==> config.mk <==
export PLATFORM = sky130hd
export DESIGN_NAME = edge_event_bank
export DESIGN_NICKNAME = d
export VERILOG_FILES = /design/src/rtl/edge_event_bank.sv
export SDC_FILE = /design/constraint.sdc
export NUM_CORES = 1
export LEC_CHECK = 0
export CORE_MARGIN = 3
export CORE_UTILIZATION = 47
export CTS_CLUSTER_SIZE = 16
export DETAILED_ROUTE_END_ITERATION = 12
export PLACE_DENSITY = 0.8
export SYNTH_ARGS = -nofsm -noshare
export SYNTH_HDL_FRONTEND = slang
export SYNTH_SLANG_ARGS = --single-unit
==> constraint.sdc <==
create_clock -name clk -period 1.31 [get_ports clk]
set_input_delay 0.1965 -clock clk [delete_from_list [all_inputs] [get_ports clk]]
set_output_delay 0.1965 -clock clk [all_outputs]
set_load 0.03 [all_outputs]
==> src/rtl/edge_event_bank.sv <==
`default_nettype none
// ============================================================================
// Module   : edge_event_bank
// Purpose  : Per-channel synchroniser, debounce filter, edge qualifier with
//            one-cycle event pulse, sticky flag and combined interrupt.
// Revision : 1.0 - initial release
// ============================================================================
module edge_event_bank #(
  parameter int   CH          = 4,
  parameter int   SYNC_STAGES = 2,
  parameter int   FILT_LEN    = 4,
  parameter logic RST_LEVEL   = 1'b1
) (
  input  logic              clk,
  input  logic              rst,
  input  logic [CH-1:0]     din,
  input  logic [2*CH-1:0]   mode,
  input  logic [CH-1:0]     evt_clr,
  input  logic [CH-1:0]     irq_en,
  output logic [CH-1:0]     filt,
  output logic [CH-1:0]     evt_pulse,
  output logic [CH-1:0]     evt_flag,
  output logic              irq
);

  localparam int                 c_CNT_W  = $clog2(FILT_LEN) + 1;
  localparam logic [c_CNT_W-1:0] c_THRESH = c_CNT_W'(FILT_LEN - 1);
  localparam logic [c_CNT_W-1:0] c_ONE    = c_CNT_W'(1);

  for (genvar i = 0; i < CH; i++) begin : g_ch
    logic [SYNC_STAGES-1:0] r_sync;
    logic [c_CNT_W-1:0]     r_cnt;
    logic                   r_filt;
    logic                   r_filt_prev;
    logic                   r_pulse;
    logic                   r_flag;
    logic                   w_sync_out;
    logic                   w_rise;
    logic                   w_fall;
    logic                   w_qual;
    logic [1:0]             w_mode;

    assign w_sync_out = r_sync[SYNC_STAGES-1];
    assign w_mode     = mode[2*i+1:2*i];
    assign w_rise     = r_filt & ~r_filt_prev;
    assign w_fall     = ~r_filt & r_filt_prev;
    // mode bit 0 enables rising, bit 1 enables falling; 11 therefore means both
    assign w_qual     = (w_mode[0] & w_rise) | (w_mode[1] & w_fall);

    always_ff @(posedge clk) begin
      if (rst) begin
        r_sync      <= {SYNC_STAGES{RST_LEVEL}};
        r_cnt       <= '0;
        r_filt      <= RST_LEVEL;
        r_filt_prev <= RST_LEVEL;
        r_pulse     <= 1'b0;
        r_flag      <= 1'b0;
      end else begin
        r_sync      <= {r_sync[SYNC_STAGES-2:0], din[i]};
        r_filt_prev <= r_filt;
        if (w_sync_out == r_filt) begin
          r_cnt <= '0;
        end else if (r_cnt == c_THRESH) begin
          r_filt <= ~r_filt;
          r_cnt  <= '0;
        end else begin
          r_cnt <= r_cnt + c_ONE;
        end
        r_pulse <= w_qual;
        // a new event beats a simultaneous write-1-to-clear
        r_flag  <= w_qual | (r_flag & ~evt_clr[i]);
      end
    end

    assign filt[i]      = r_filt;
    assign evt_pulse[i] = r_pulse;
    assign evt_flag[i]  = r_flag;
  end

  assign irq = |(evt_flag & irq_en);

endmodule
`default_nettype wire

==> results.py <==
metrics = {
    "finish": {
        "regArea_um2": 723,
        "nNetsFinal": 182,
        "fillers": 253,
        "syn_to_final_growth_pct": 22.8,
        "final_util": 0.615,
        "num_antenna_cells": 0,
        "stdcell_count": 183,
        "drive_gt1_frac": 0.191,
        "multi_input_area_um2": 541,
    },
    "place": {
        "place_inst": 176,
        "dp_slack_ps": 57.9,
        "place_congestion": 0.707,
        "hpwl_um": 1700,
        "io_buffers": 34,
    },
    "critical_path": {
        "startpoint_type": "register",
        "cp_max_fo": 3,
        "required_ps": 1110,
        "cp-end-kind": "output port",
        "path_class": "register to output port",
        "critPathArrivalTime_ps": 1070,
    },
    "synth": {
        "synth_area_per_cell_um2": 11.4,
        "synth_top_area_cell": "dfxtp_1",
        "synthTopCellsByArea": "dfxtp_1 51%, ha_1 7.1%, buf_4 6.4%",
        "syn_nets": 153,
        "synth_most_common_cell": "dfxtp_1",
        "synthArstFlopShare": 0,
        "synth_common_cells": "36 x dfxtp_1, 12 x buf_4, 8 x ha_1, 8 x nand3b_1, 8 x nor4_1",
        "synth.yosys.seq_area_share": 0.513,
        "synth_cells": 123,
        "syn_area_mm2": 0.00140,
        "synth_edf_count": 0,
        "ys_seq_elements": 36,
        "synth_top_cell_area_share": 0.513,
        "yosys_warnings": 0,
        "yosys.cell_types.count": 19,
        "ys.flop_type": "dfxtp_1",
    },
    "clock_network": {
        "clkLatencyLatePin_ps": 330,
        "cts.path.max_buffers": 2,
        "post-cts-setup-buffer-count": 0,
        "cts_made_buffers": 5,
        "cts_hold_buf": 0,
        "cts_tree": "done",
        "cts_root_buf": "clkbuf_4",
        "cts.sinks": 36,
        "clk_pin_slew_ps": 90,
        "htreeDepth": 2,
    },
    "grt": {
        "antenna_found_initial": 0,
        "grt_pass1_vias": 941,
        "grt_max_degree": 37,
        "grt_first_pass_wirelength_um": 3750,
        "busiest_layer": "met2",
        "overflow": 0,
        "grt_util_met3": 0.0681,
        "grt_use_met2": 0.256,
        "met1_usage": 0.139,
        "grt_use_total": 0.143,
    },
    "sta": {
        "finalHoldViolCount": 0,
        "setup_viol": 0,
        "finalCritPeriodShare": 0.970,
        "layout_setup_ws_ps": 39.1,
        "fmax_ghz": 0.787,
        "fin_crit_ps": 1270,
        "slew_headroom": 0.750,
        "rsz0062_at_grt": "true",
        "clock_skew_ps": 3.97,
        "worst_pin_slew_ps": 372,
        "hold_ws_ps": 410,
        "slew_violations": 0,
    },
    "floorplanning": {
        "dieWidth_um": 60.7,
        "boundaryPins": 35,
        "start_util": 0.500,
        "die_area_mm2": 0.00368,
        "die_y_um": 60.7,
        "rows": 19,
        "core_area_mm2": 0.00281,
    },
    "detailed_routing": {
        "routedWlPerCell_um": 12.6,
        "finalWirelength_um": 2310,
        "ant_nets": 0,
        "dr_total_vias": 952,
        "drc": 0,
        "first_pass_iters": 4,
        "via_per_inst": 5.20,
        "drt_iter0_markers": 12,
    },
    "run_status": {
        "run_status": "finished clean",
    },
    "power_and_ir_drop": {
        "irDropWorstVdd_v": 0.000691,
        "power_density_mw_per_mm2": 1010,
        "leakage_nw": 0.659,
    },
    "worst_hold_path": {
        "hp-class": "register to register",
    },
    "run": {
        "max-cap-violations": 0,
    },
}
power breakdown:
group          switching, mW  leakage, nW  internal (mW)  total (mW)
sequential           0.00649        0.294           1.11        1.12
clock                  0.324       0.0281          0.197       0.521
combinational         0.0349        0.337         0.0754       0.110
total                  0.365        0.659           1.38        1.75
worst paths after layout:
| path | start | endpoint | slack [ps] | cells past startpoint |
|---|---|---|---|---|
| max | g_ch[0].r_flag | irq | 40 | 3 |
| min | g_ch[1].r_sync[0] | g_ch[1].r_sync[1] | 410 | 1 |
| max reg2reg | g_ch[1].r_cnt[0] | g_ch[1].r_filt | 110 | 3 |
| min reg2reg | g_ch[1].r_sync[0] | g_ch[1].r_sync[1] | 410 | 1 |
registers in the layout, summed over array words and instances, names as in the netlist:
signal and flops:
g_ch.r_filt 4, g_ch.r_cnt 12, g_ch.r_pulse 4, g_ch.r_sync 8
g_ch.r_flag 4, g_ch.r_filt_prev 4
cell families after synthesis:
| logic type | share of synthesized area |
|---|---|
| adders and majority gates | 0.0713 |
| buffers and inverters | 0.110 |
| AOI/OAI and AO/OA | 0.0677 |
| DFF | 0.513 |
| and+or+nand+nor | 0.213 |
| xor gates and xnor gates | 0.0250 |
critical path, stage by stage, from the launching register on:
cell     delay, ps
dfxtp_2        340
a22oi_1        180
nand2_1         90
buf_6          140
area by class of cell:
type	count	area share
clock buffers	6	0.0239
well taps	31	0.0225
multi-input cells	67	0.313
repair buffers	38	0.209
inverters	4	0.00871
clock inverters	1	0.00290
flip-flops and latches	36	0.419
stage by stage:
stage | instance area, um2 | power, mW | setup TNS (ps)
floorplan | 1400 | 1.19 | 0
global placement | 1680 | 1.25 | 0
detailed placement | 1680 | 1.25 | 0
CTS | 1720 | 1.78 | 0
global route | 1720 | 1.85 | -31.1
finish | 1720 | 1.75 | 0
layout by cell type, fill, tap and decap left out:
| cell | count |
|---|---|
| or2_2 | 6 |
| buf_6 | 1 |
| clkdlybuf4s15_1 | 3 |
| nor4b_2 | 4 |
| clkdlybuf4s50_1 | 21 |
| buf_12 | 1 |
| a31oi_1 | 4 |
| clkbuf_2 | 3 |
| a22oi_2 | 1 |
| ha_1 | 8 |
| nand3b_1 | 8 |
| xnor2_1 | 4 |
| nor4_1 | 7 |
| dfxtp_2 | 2 |
| nand2b_1 | 4 |
| a21oi_1 | 4 |
| clkinv_2 | 1 |
| a211o_1 | 4 |
| a22oi_1 | 1 |
| nor4_2 | 1 |
| inv_1 | 4 |
| nor2b_1 | 4 |
| dlygate4sd2_1 | 5 |
| buf_4 | 4 |
| clkbuf_4 | 5 |
| or2_1 | 6 |
| dfxtp_1 | 34 |
| clkbuf_1 | 1 |
| nand2_1 | 1 |
metal layers:
metal  vias up  part of all wire
met5         -                 0
met4         0             0.022
met3         9              0.11
met2        43              0.44
met1       420              0.43
li1        480                 -
what timing repair did:
action | 4_1_cts | 5_1_grt
gates resized for setup | 13 | 12
pin swaps | 1 | 0
endpoints found under the setup margin | 12 | 9
No activity file was read; power rests on OpenSTA's default activity.
